### config.mk
export PLATFORM = sky130hd
export DESIGN_NAME = prewish_mask_arbiter_flat
export DESIGN_NICKNAME = d
export VERILOG_FILES = /design/src/rtl/prewish_mask_arbiter_if.sv /design/src/rtl/prewish_mask_arbiter.sv /design/src/flat_wrapper.sv
export SDC_FILE = /design/constraint.sdc
export NUM_CORES = 1
export LEC_CHECK = 0
export ABC_AREA = 0
export CORE_UTILIZATION = 60
export CTS_CLUSTER_DIAMETER = 50
export DETAILED_ROUTE_END_ITERATION = 10
export DONT_BUFFER_PORTS = 1
export PLACE_DENSITY = 0.82
export RECOVER_POWER = 100
export SLEW_MARGIN = 20
export SYNTH_ARGS = -nofsm -noshare
export SYNTH_HDL_FRONTEND = slang
export SYNTH_SLANG_ARGS = --single-unit
### constraint.sdc
create_clock -name i_clk -period 3.4 [get_ports i_clk]
set_input_delay 0.68 -clock i_clk [delete_from_list [all_inputs] [get_ports i_clk]]
set_output_delay 0.68 -clock i_clk [all_outputs]
set_load 0.01 [all_outputs]
### src/rtl/prewish_mask_arbiter_if.sv
// ----------------------------------------------------------------------------
// prewish_mask_arbiter_if
//  Bundles the two mask requesters and the blinky load port seen by
//  prewish_mask_arbiter.
//   master : requester/consumer side (drives strobes + masks, reads results)
//   slave  : arbiter side
//  Signals
//   i_stb0/i_dat0  req0 (mask sequencer) strobe + 8-bit mask
//   i_stb1/i_dat1  req1 (debug/test port) strobe + 8-bit mask
//   o_ack0/o_ack1  one-cycle issue pulses, coincide with o_stb
//   o_drop[1:0]    one-cycle pulse per requester: pending mask overwritten
//   o_stb/o_dat    load strobe + mask to blinky
//   o_busy         arbiter not idle or a request pending
// ----------------------------------------------------------------------------
interface prewish_mask_arbiter_if;
   logic       i_stb0;
   logic [7:0] i_dat0;
   logic       i_stb1;
   logic [7:0] i_dat1;
   logic       o_ack0;
   logic       o_ack1;
   logic [1:0] o_drop;
   logic       o_stb;
   logic [7:0] o_dat;
   logic       o_busy;

   modport master (
      output i_stb0, i_dat0, i_stb1, i_dat1,
      input  o_ack0, o_ack1, o_drop, o_stb, o_dat, o_busy
   );

   modport slave (
      input  i_stb0, i_dat0, i_stb1, i_dat1,
      output o_ack0, o_ack1, o_drop, o_stb, o_dat, o_busy
   );
endinterface

### src/rtl/prewish_mask_arbiter.sv
// ----------------------------------------------------------------------------
// prewish_mask_req
//  Per-requester front end: rising-edge detect on the strobe, one-deep mask
//  buffer with pending flag, and overwrite (drop) reporting.
//   i_clk/i_rst_n  clock, async active-low reset
//   i_stb/i_dat    requester strobe and mask
//   i_grant        arbiter is issuing this requester's buffer this cycle
//   o_pend         a mask is waiting
//   o_buf          buffered mask
//   o_drop         one-cycle pulse after a waiting mask was overwritten
// ----------------------------------------------------------------------------
module prewish_mask_req (
   input  logic       i_clk,
   input  logic       i_rst_n,
   input  logic       i_stb,
   input  logic [7:0] i_dat,
   input  logic       i_grant,
   output logic       o_pend,
   output logic [7:0] o_buf,
   output logic       o_drop
);
   logic stb_q;
   logic rise;

   assign rise = i_stb & ~stb_q;

   // stb_q resets high so a strobe already high when reset releases is not
   // mistaken for a fresh request.
   always_ff @(posedge i_clk or negedge i_rst_n) begin
      if (!i_rst_n) begin
         stb_q  <= 1'b1;
         o_pend <= 1'b0;
         o_buf  <= 8'h00;
         o_drop <= 1'b0;
      end else begin
         stb_q  <= i_stb;
         // A new request arriving on the grant edge survives as the next one.
         if (rise)
            o_pend <= 1'b1;
         else if (i_grant)
            o_pend <= 1'b0;
         if (rise)
            o_buf <= i_dat;
         // The grant edge reads the old buffer, so a rise there loses nothing.
         o_drop <= rise & o_pend & ~i_grant;
      end
   end
endmodule

// ----------------------------------------------------------------------------
// prewish_mask_arbiter
//  Shares the blinky mask-load port between req0 (mask sequencer) and req1
//  (debug/test port). Requests are rising-edge qualified, arbitrated
//  round-robin on ties, issued as a one-cycle strobe, then followed by a
//  guard of GUARD_CYCLES clocks so blinky finishes latching.
//   GUARD_CYCLES   clocks spent in HOLD after each strobe (1..65535)
//   i_clk          system clock
//   i_rst_n        async active-low reset
//   bus            prewish_mask_arbiter_if.slave (requests, strobe, status)
//  Request edge seen at edge E0 -> o_stb high from E1 to E2; consecutive
//  strobes are at least GUARD_CYCLES+2 clocks apart.
// ----------------------------------------------------------------------------
module prewish_mask_arbiter #(
   parameter int GUARD_CYCLES = 16
) (
   input logic                   i_clk,
   input logic                   i_rst_n,
   prewish_mask_arbiter_if.slave bus
);
   localparam int NUM_REQ = 2;
   localparam int CW      = $clog2(GUARD_CYCLES + 1);
   localparam logic [CW-1:0] GUARD_M1 = CW'(GUARD_CYCLES - 1);

   typedef enum logic [1:0] {
      IDLE  = 2'd0,
      GRANT = 2'd1,
      HOLD  = 2'd2
   } state_t;

   state_t                        state, state_d;
   logic [CW-1:0]                 cnt;
   logic                          last_grant;
   logic                          win;
   logic [NUM_REQ-1:0]            grant;
   logic [NUM_REQ-1:0]            stb_v;
   logic [NUM_REQ-1:0]            pend;
   logic [NUM_REQ-1:0]            drop;
   logic [NUM_REQ-1:0][7:0]       dat_v;
   logic [NUM_REQ-1:0][7:0]       buf_v;
   logic [NUM_REQ-1:0]            ack_q;
   logic                          stb_q;
   logic [7:0]                    dat_q;
   logic                          busy_q;

   assign stb_v = {bus.i_stb1, bus.i_stb0};
   assign dat_v = {bus.i_dat1, bus.i_dat0};

   // ---------------------------------------------------------------- requesters
   for (genvar g = 0; g < NUM_REQ; g++) begin : g_req
      prewish_mask_req u_req (
         .i_clk   (i_clk),
         .i_rst_n (i_rst_n),
         .i_stb   (stb_v[g]),
         .i_dat   (dat_v[g]),
         .i_grant (grant[g]),
         .o_pend  (pend[g]),
         .o_buf   (buf_v[g]),
         .o_drop  (drop[g])
      );
   end

   // ---------------------------------------------------------------- FSM
   always_ff @(posedge i_clk or negedge i_rst_n) begin
      if (!i_rst_n)
         state <= IDLE;
      else
         state <= state_d;
   end

   always_comb begin
      state_d = state;
      grant   = '0;
      win     = 1'b0;
      case (state)
         IDLE: begin
            if (|pend) begin
               // Tie goes to whoever was not served last; otherwise the sole
               // pending requester wins.
               win        = (&pend) ? ~last_grant : pend[1];
               grant[win] = 1'b1;
               state_d    = GRANT;
            end
         end
         GRANT:   state_d = HOLD;
         HOLD:    if (cnt == '0) state_d = IDLE;
         default: state_d = IDLE;
      endcase
   end

   // ---------------------------------------------------------------- datapath
   always_ff @(posedge i_clk or negedge i_rst_n) begin
      if (!i_rst_n) begin
         stb_q      <= 1'b0;
         ack_q      <= '0;
         dat_q      <= 8'h00;
         last_grant <= 1'b1;
         cnt        <= '0;
         busy_q     <= 1'b0;
      end else begin
         stb_q <= |grant;
         ack_q <= grant;
         if (|grant) begin
            dat_q      <= buf_v[win];
            last_grant <= win;
         end
         // Loaded on the way into HOLD; HOLD then lasts GUARD_CYCLES clocks.
         if (state == GRANT)
            cnt <= GUARD_M1;
         else if (state == HOLD && cnt != '0)
            cnt <= cnt - 1'b1;
         // Current pend (not next) makes busy rise the edge after a request
         // lands; next state makes it drop on the very edge leaving HOLD.
         busy_q <= (state_d != IDLE) | (|pend);
      end
   end

   assign bus.o_stb  = stb_q;
   assign bus.o_dat  = dat_q;
   assign bus.o_ack0 = ack_q[0];
   assign bus.o_ack1 = ack_q[1];
   assign bus.o_drop = drop;
   assign bus.o_busy = busy_q;
endmodule
### src/flat_wrapper.sv
// flat-port wrapper written by rule: the top's interface ports become plain ports
module prewish_mask_arbiter_flat 
#(
   parameter int GUARD_CYCLES = 16
)
  (i_clk, i_rst_n, bus_i_stb0, bus_i_dat0, bus_i_stb1, bus_i_dat1, bus_o_ack0, bus_o_ack1, bus_o_drop, bus_o_stb, bus_o_dat, bus_o_busy);
  prewish_mask_arbiter_if bus_i ();
  input logic i_clk;
  input logic i_rst_n;
  input wire logic [$bits(bus_i.i_stb0)-1:0] bus_i_stb0;
  input wire logic [$bits(bus_i.i_dat0)-1:0] bus_i_dat0;
  input wire logic [$bits(bus_i.i_stb1)-1:0] bus_i_stb1;
  input wire logic [$bits(bus_i.i_dat1)-1:0] bus_i_dat1;
  output wire logic [$bits(bus_i.o_ack0)-1:0] bus_o_ack0;
  output wire logic [$bits(bus_i.o_ack1)-1:0] bus_o_ack1;
  output wire logic [$bits(bus_i.o_drop)-1:0] bus_o_drop;
  output wire logic [$bits(bus_i.o_stb)-1:0] bus_o_stb;
  output wire logic [$bits(bus_i.o_dat)-1:0] bus_o_dat;
  output wire logic [$bits(bus_i.o_busy)-1:0] bus_o_busy;
  assign bus_i.i_stb0 = bus_i_stb0;
  assign bus_i.i_dat0 = bus_i_dat0;
  assign bus_i.i_stb1 = bus_i_stb1;
  assign bus_i.i_dat1 = bus_i_dat1;
  assign bus_o_ack0 = bus_i.o_ack0;
  assign bus_o_ack1 = bus_i.o_ack1;
  assign bus_o_drop = bus_i.o_drop;
  assign bus_o_stb = bus_i.o_stb;
  assign bus_o_dat = bus_i.o_dat;
  assign bus_o_busy = bus_i.o_busy;
  prewish_mask_arbiter #(.GUARD_CYCLES(GUARD_CYCLES)) u_core (.i_clk(i_clk), .i_rst_n(i_rst_n), .bus(bus_i));
endmodule
After elaboration in Yosys (flattened, before gate mapping)
Cells that the tools add are included.

operators by class
  $add $sub $neg = 1
  order comparisons = 3
  eq/ne operators = 2
  mux-type cells = 18
  bitwise logic cells = 12
  reductions and logical operators = 12

operators with widths
  kind                   number
  $mux W8                2
  $mux W5                2
  $mux W1                8
  $mux W2                4
  $reduce_bool A2 Y1     4
  $and A1 B1 Y1          6
  $pmux W2 S3            1
  $logic_not A5 Y1       1
  $not A1 Y1             5
  $reduce_bool A5 Y1     1
  $sub A5 B1 Y5 const B  1
  $lt A1 B2 Y1 const B   2
  $reduce_or A2 Y1       2
  $eq A2 B1 Y1 const B   1
  $eq A2 B2 Y1 const B   1
  $logic_and A1 B1 Y1    2
  $logic_not A2 Y1       1
  $reduce_and A2 Y1      1
  $demux W1 S1           1
  $ge A1 B1 Y1 const B   1
  $or A1 B1 Y1           1

storage, ports and cells
  register bits after elaboration = 42
  bits of input ports = 20

Logic depth before layout (Yosys ltp)
Gate-level depths: netlist (run 1).

  word-level depth = 10
  depth in mapped cells = 7
  depth with buffers taken out = 6

Hierarchy
From an unflattened synthesis (run 1), not the netlist that was laid out.

second synthesis, totals
  cell total of the unflattened synthesis = 144
  area total of the unflattened synthesis = 1878.1 um^2

by module, submodules not included
  module                times used  cells each  area an instance (um^2)
  prewish_mask_arbiter  1           96          989.7
  prewish_mask_req      2           24          444.2

Least setup slack after synthesis (run 1)
No wires, ideal clock.

  path kind = register to register
  start point = register u_core.cnt[0]
  end point = register u_core.cnt[2]
  library setup time = 129 ps
  arrival = 1622 ps
  required time = 3271 ps
  setup slack = 1649 ps
  stages on the path, launching flop included = 8
  clock period less this slack = 1751 ps
  path through = dfrtp_1 > inv_1 > ha_1 > or4b_1 > and3_4 > buf_6 > a211oi_1 > a31oi_1

between the ends
  word-level cells in the longest chain between the ends = 3
  elaborated cells on any way between the ends = 6

RTL lines
  item                                                 line                                                      text
  from (decl)                                          prewish_mask_arbiter.sv:81                                logic [CW-1:0] cnt;
  from (signal assigned)                               prewish_mask_arbiter.sv:160                               cnt <= cnt - 1'b1;
  $sub A5 B1 Y5 or $reduce_bool A5 Y1 (tied branches)  prewish_mask_arbiter.sv:160, prewish_mask_arbiter.sv:159
  $mux W5 or $logic_and A1 B1 Y1 (tied branches)       prewish_mask_arbiter.sv:159                               else if (state == HOLD && cnt != '0)
  $mux W5 or $reduce_bool A2 Y1 (tied branches)        -

Several ways; a longest one is shown, not always the timed one. The select of a mux whose other input is x is not followed.
A chain may end at the register's enable or synchronous reset.

Final worst setup path (run 1)
  start point = register u_core.g_req[1].u_req.o_pend
  end point = register u_core.dat_q[2], in the netlist u_core.bus.o_dat[2]

between the ends
  word-level cells in the longest chain between the ends = 9
  elaborated cells on any way between the ends = 15

RTL lines
  item                                                                line                         text
  from (decl)                                                         prewish_mask_arbiter.sv:18   output logic o_pend,
  from (signal assigned)                                              prewish_mask_arbiter.sv:32   o_pend <= 1'b0;
  from (signal assigned)                                              prewish_mask_arbiter.sv:39   o_pend <= 1'b1;
  from (signal assigned)                                              prewish_mask_arbiter.sv:41   o_pend <= 1'b0;
  $reduce_and A2 Y1                                                   prewish_mask_arbiter.sv:129  win = (&pend) ? ~last_grant : pend[1];
  $mux W1                                                             prewish_mask_arbiter.sv:129
  $lt A1 B2 Y1 (not written as such) or $ge A1 B1 Y1 (tied branches)  prewish_mask_arbiter.sv:130  grant[win] = 1'b1;
  $logic_and A1 B1 Y1 (not written as such)                           prewish_mask_arbiter.sv:130
  $mux W1 (not written as such)                                       prewish_mask_arbiter.sv:130
  $demux W1 S1                                                        -
  $mux W2                                                             prewish_mask_arbiter.sv:126  if (|pend) begin
  $mux W2                                                             prewish_mask_arbiter.sv:124  case (state)
  $reduce_or A2 Y1                                                    prewish_mask_arbiter.sv:152  if (|grant) begin
  to (signal assigned)                                                prewish_mask_arbiter.sv:153  dat_q <= buf_v[win];
  to (decl)                                                           prewish_mask_arbiter.sv:92   logic [7:0] dat_q;

Several ways; a longest one is shown, not always the timed one. The select of a mux whose other input is x is not followed.

==> metrics.txt, run 1 <==
CP bufs+invs 1; crit path DAT 2.69 ns; GRT Overall Usage 0.2387; count of antenna-violating nets left after detailed routing 0; Setup Viol. Count Final 0; CTS Root Buffer Type sky130_fd_sc_hd__clkbuf_4; per-instance average area after synthesis 12.10 sq um; detailed-route via count roughly 1100; TritonCTS clock tree built; register area about 0.0011 sq mm; via count of the first global-routing pass just over 1000; Setup CP Type flop to flop; kind of end point of the critical path flop; register area share after synthesis 0.6226; Overall Power 0.001494 W; Max stage delay cell, worst path sky130_fd_sc_hd__o21ai_0; most frequent standard cell in the layout excluding fill and tap cells sky130_fd_sc_hd__dfrtp_1; number of nets in the layout 168; deepest clock path buffer count 2; routability congestion estimate from global placement 0.7187; Slew Limit Fails 0; total congestion overflow after global routing 0; number of antenna violations at the first check in global routing 0; count of buffers from port buffering 0; total clock buffers created by CTS 5; FMAX 0.4079 GHz; drt first pass iters 4; power per cell area 830.8 mW/mm^2; Hold WS 0.1608 ns; dpl cell area roughly 0.0017 sq mm; layout cell share with drive strength beyond 1 0.1837; placed wire-length estimate 2.058 mm; maximum number of pins on one net before global-route repair 18; cell row count 18; worst path setup slack after routing between 0.9 and 1 ns; largest driver fanout on the critical path 10; startpoint kind of the worst setup timing path flop; crit-path most repeated cell sky130_fd_sc_hd__o21ai_0; count of buffers added by post-CTS timing repair for setup 0; # fillers 202; YS warnings 0; I/O pin cnt 34; delay contributed by the slowest stage of the critical path 1.00 ns; Max Cap Viol 0; wire length per cell 17.84 um; Placeable Area 0.002567 sq mm; area of the multi-input gates 561.8 sq um; post-synthesis cell area 0.001694 sq mm; Placement Setup Slack between 1.5 and 2 ns; cell count after synthesis between 100 and 150; most used cells in the layout excluding fill and tap cells sky130_fd_sc_hd__dfrtp_1, sky130_fd_sc_hd__mux2_2, sky130_fd_sc_hd__nor2_1; final setup skew approximately 0.0067 ns; total leakage power roughly 0.8 nW; Post-Synthesis Net Count 162; clock transition time at the flip-flop clock pins of the worst setup and hold paths 0.11 ns; Resize count post-CTS 0; Chip Height 55.14 um; Synth area leaders sky130_fd_sc_hd__dfrtp_1, sky130_fd_sc_hd__mux2_2, sky130_fd_sc_hd__dfstp_2; post-detailed-route DRC marker count 0; gate family responsible for the most delay along the worst path compound AO/OA/AOI/OAI gates; outcome finished, final reports clean; antenna fix cells 0; average via count per standard cell between 5 and 6; worst-margin pin slew between 1 and 1.5 ns; top-area cell type share of the netlist area 0.5761; final hold violations 0; starting density of the core 0.6598; clk sinks 42; critical path cell sequence o21ai_0, inv_1, a21oi_1, o21ai_0; Worst EP required about 3.6 ns; post-synth cell types 30; Period minus WS final 2.452 ns; post-route cell area 0.001798 sq mm; ratio of final minimum period to clock period 0.7211; latest clock arrival within the worst-skew pair between 0.3 and 0.4 ns; post-detailed-routing wire length around 3.2 mm; Max VDD drop 0.0004882 V; 1st-iter DRT viols 24; area growth from synthesis to layout 6.130%; unrepaired setup endpoints after global routing false; tightest slew margin relative to the limit 0.1502; die width 55.14 um; setup TNS 0 ns; Die Area 0.003040 sq mm; CTS H-tree lvls 2; post-cts hold buffer count 4; cell accounting for the most synthesized area sky130_fd_sc_hd__dfrtp_1; worst min-delay path category primary input to async pin; first-pass GRT wire length 4.643 mm; flop and latch count out of synthesis 42
-- metrics by stage --
stage | utilization | cells
after CTS | 0.6983 | 176
after global placement | 0.6594 | 164
after floorplan | - | 140
after global routing | 0.7003 | 177
final | 0.7003 | 177
after detailed placement | 0.6594 | 164
-- cell usage after synthesis --
cell / count
sky130_fd_sc_hd__mux2_2: 16
sky130_fd_sc_hd__inv_1: 7
sky130_fd_sc_hd__a21o_1: 1
sky130_fd_sc_hd__inv_2: 1
sky130_fd_sc_hd__a31oi_1: 2
sky130_fd_sc_hd__a32o_1: 2
sky130_fd_sc_hd__or4b_1: 1
sky130_fd_sc_hd__buf_4: 2
sky130_fd_sc_hd__nor3_1: 3
sky130_fd_sc_hd__nor2_1: 14
sky130_fd_sc_hd__o21ai_0: 1
sky130_fd_sc_hd__a211o_1: 1
sky130_fd_sc_hd__dfstp_2: 3
sky130_fd_sc_hd__a2111oi_4: 1
sky130_fd_sc_hd__clkbuf_2: 1
sky130_fd_sc_hd__a211oi_1: 2
sky130_fd_sc_hd__nand2_1: 10
sky130_fd_sc_hd__a21oi_1: 10
sky130_fd_sc_hd__clkbuf_1: 2
sky130_fd_sc_hd__nor2b_1: 2
sky130_fd_sc_hd__and3_4: 1
sky130_fd_sc_hd__nor3b_1: 1
sky130_fd_sc_hd__nand3_1: 3
sky130_fd_sc_hd__o21bai_1: 1
sky130_fd_sc_hd__buf_6: 1
sky130_fd_sc_hd__o21ai_1: 8
sky130_fd_sc_hd__and3_1: 1
sky130_fd_sc_hd__ha_1: 2
sky130_fd_sc_hd__clkinv_1: 1
sky130_fd_sc_hd__dfrtp_1: 39
-- where the power goes --
part	switching [W]	internal, W	leakage (nW)
Combinational	0.000271	0.000164	0.269
Sequential	0.000155	0.000657	0.491
Clock	0.000147	0.000100	0.0353
Total	0.000572	0.000922	0.795
-- layer usage --
metal  part of all wire  track usage  vias up
li1                   -            -      494
met1               0.43       0.2734      521
met2               0.48       0.3835       33
met3              0.062      0.09563       10
met4              0.028       0.1250        0
met5                  0            0        -
-- final timing paths --
check                                             start                           to  slack (ns)  cells past startpoint
min in group i_clk                           bus_i_stb1  u_core.g_req[1].u_req.stb_q        0.32                      0
min                                             i_rst_n  u_core.g_req[1].u_req.stb_q        0.16                      0
min reg2reg                               u_core.cnt[0]                u_core.cnt[0]        0.51                      1
max in group asynchronous                       i_rst_n                u_core.cnt[0]        2.12                      1
max                        u_core.g_req[1].u_req.o_pend          u_core.bus.o_dat[2]        0.95                      4
max reg2reg                u_core.g_req[1].u_req.o_pend          u_core.bus.o_dat[2]        0.95                      4
-- cell type report --
cell class,count,share of cell area
clock inverter,1,0.002784
multi-input combinational,83,0.3125
tap,30,0.02088
timing repair buffer,5,0.02784
sequential,42,0.5866
inverter,9,0.01879
clock buffer,7,0.03062
-- flip-flops by register name (all words and copies together) (netlist names) --
name                       flops
u_core.cnt                     5
u_core.g_req.u_req.stb_q       2
u_core.ack_q                   2
u_core.bus.o_stb               1
u_core.bus.o_busy              1
u_core.bus.o_dat               8
u_core.state                   2
u_core.g_req.u_req.o_drop      2
u_core.g_req.u_req.o_buf      16
u_core.last_grant              1
u_core.g_req.u_req.o_pend      2
-- kinds of logic (layout without fill, tap and decap cells) --
| logic type | Yosys count | count (layout) | share of synthesized area |
|---|---|---|---|
| AND/OR/NAND/NOR | 36 | 36 | 0.09897 |
| AO/OA/AOI/OAI | 29 | 29 | 0.1145 |
| flip-flops | 42 | 42 | 0.6226 |
| multiplexers | 16 | 16 | 0.1063 |
| buffers and inverters | 15 | 22 | 0.04283 |
| adder cells (fa/ha/maj) | 2 | 2 | 0.01477 |
(Power assumes the default switching activity.)
==> inputs of run 2 (changes only) <==
==> constraint.sdc (replaced) <==
create_clock -name i_clk -period 2.4 [get_ports i_clk]
set_input_delay 0.48 -clock i_clk [delete_from_list [all_inputs] [get_ports i_clk]]
set_output_delay 0.48 -clock i_clk [all_outputs]
set_load 0.01 [all_outputs]
==> run 2 against run 1 <==
  * Non-clock buffer count fell by 1
  * Critical path depth did not move
  * First-iteration DRC count fell by 50%
  * Critical endpoint is now u_core.bus.o_dat[1]
==> metrics.txt, run 2 (synthesis results as in run 1) <==
outcome finished, final reports clean; worst min-delay path category primary input to flop; Setup Viol. Count Final 0 (unchanged); post-route cell area 0.001747 sq mm (-2.9%); crit path DAT 2.20 ns (-0.49 ns); 1st-iter DRT viols 12 (-50%); startpoint kind of the worst setup timing path flop; latest clock arrival within the worst-skew pair 0.35 ns (about the same); unrepaired setup endpoints after global routing false; antenna fix cells 0 (unchanged); number of antenna violations at the first check in global routing 0 (unchanged); Resize count post-CTS 0 (unchanged); FMAX 0.5129 GHz (+26%); number of nets in the layout 167 (-0.60%); kind of end point of the critical path flop; final cell count without fillers 176 (-0.56%); most used cells in the layout excluding fill and tap cells sky130_fd_sc_hd__dfrtp_1, sky130_fd_sc_hd__mux2_2, sky130_fd_sc_hd__nor2_1; Slew Limit Fails 0 (unchanged); first-pass GRT wire length 4.685 mm (+0.90%); layout cell share with drive strength beyond 1 0.1712 (-0.01244); wire length per cell 17.06 um (-4.4%); post-detailed-route DRC marker count 0 (unchanged); starting density of the core 0.6598 (unchanged); CTS Root Buffer Type sky130_fd_sc_hd__clkbuf_4; I/O pin cnt 34 (unchanged); deepest clock path buffer count 2 (unchanged); most frequent standard cell in the layout excluding fill and tap cells sky130_fd_sc_hd__dfrtp_1; tightest slew margin relative to the limit 0.3081 (+0.1579); ratio of final minimum period to clock period 0.8124 (+0.09129); die width 55.14 um (unchanged); setup TNS 0 ns (unchanged); Max Cap Viol 0 (unchanged); total congestion overflow after global routing 0 (unchanged); maximum number of pins on one net before global-route repair 43 (+25); detailed-route via count 1059 (+0.095%); post-detailed-routing wire length 3.002 mm (-4.9%); placed wire-length estimate 2.130 mm (+3.5%); CTS H-tree lvls 2 (unchanged); total leakage power 0.7746 nW (-2.6%); routability congestion estimate from global placement 0.7439 (+3.5%); Chip Height 55.14 um (unchanged); dpl cell area 0.001708 sq mm (+0.89%); via count of the first global-routing pass 1042 (+2.1%); power per cell area 1173 mW/mm^2 (+41%); Worst EP required 2.65 ns (-0.99 ns); count of buffers from port buffering 0 (unchanged); Largest register FFs 16 (unchanged); clk sinks 42 (unchanged); area growth from synthesis to layout 3.102%; average via count per standard cell 6.017 (+0.66%); final hold violations 0 (unchanged); clock transition time at the flip-flop clock pins of the worst setup and hold paths 0.11 ns (about the same); Setup CP Type flop to flop; drt first pass iters 4 (unchanged); Die Area 0.003040 sq mm (unchanged); Max VDD drop 0.0007687 V (+57%); cell row count 18 (unchanged); register bank with the most flops u_core.g_req.u_req.o_buf; Period minus WS final 1.950 ns (-0.5020 ns); Placed Cells 166 (+1.2%); largest driver fanout on the critical path 10 (unchanged); final setup skew 0.01210 ns (+0.005348 ns); Placeable Area 0.002567 sq mm (unchanged); GRT Overall Usage 0.2362 (-0.002496); worst-margin pin slew 1.036 ns (-0.2255 ns); total clock buffers created by CTS 5 (unchanged); count of antenna-violating nets left after detailed routing 0 (unchanged); TritonCTS clock tree built
-- run 2: area by class of cell --
type                       instances  area, sq um
clock buffer                       8        48.80
sequential                        42         1055
tap                               30        37.54
timing repair buffer               4        22.52
inverter                           9        33.78
fill                             194        820.8
multi-input combinational         83        549.3
-- run 2: per-layer routing --
layer / up-vias / routed length, um / GRT usage / share of wire
li1: 487 / - / - / -
met1: 526 / 1211 / 0.2711 / 0.40
met2: 36 / 1480 / 0.3715 / 0.49
met3: 10 / 212 / 0.09016 / 0.071
met4: 0 / 97 / 0.1458 / 0.032
met5: - / 0 / 0 / 0
-- run 2: path summary, 6_finish.rpt --
| check | start | endpoint | slack, ns | cells after the start |
|---|---|---|---|---|
| worst min register to register | u_core.g_req[0].u_req.o_buf[1] | u_core.g_req[0].u_req.o_buf[1] | 0.52 | 1 |
| worst min-delay path | bus_i_stb1 | u_core.g_req[1].u_req.stb_q | 0.12 | 0 |
| max in group asynchronous | i_rst_n | u_core.bus.o_dat[1] | 0.94 | 2 |
| worst max register to register | u_core.last_grant | u_core.bus.o_dat[1] | 0.45 | 4 |
| min in group asynchronous | i_rst_n | u_core.g_req[1].u_req.o_buf[0] | 0.85 | 2 |
| worst max-delay path | u_core.last_grant | u_core.bus.o_dat[1] | 0.45 | 4 |
-- run 2: metrics by stage --
step	hold slack [ns]	worst slack, ns	util	power (W)
2_1_floorplan	0.1844	0.6492	-	0.001647
5_1_grt	0.1014	0.2628	0.6803	0.002207
6_report	0.1216	0.4502	0.6803	0.002050
3_3_place_gp	0.1852	0.6782	0.6652	0.001730
3_5_place_dp	0.1852	0.6392	0.6652	0.001783
4_1_cts	0.1073	0.6161	0.6959	0.002124
-- run 2: repair_timing --
item / 4_1_cts / 5_1_grt
hold buffers: 2 / 0
hold endpoints to repair: 42 / 0
buffers inserted: 0 / 0
-- run 2: worst max-delay path: stages (launching register included) --
cell and delay, ns:
sky130_fd_sc_hd__dfstp_1 0.55, sky130_fd_sc_hd__inv_1 0.07, sky130_fd_sc_hd__a2111oi_2 0.94, sky130_fd_sc_hd__a21oi_1 0.07, sky130_fd_sc_hd__o21ai_0 0.22
-- run 2: power by group --
group	internal [W]	switching [W]	total (W)
logic	0.000219	0.000359	0.000578
clock network	0.000117	0.000205	0.000322
registers	0.000929	0.000220	0.00115
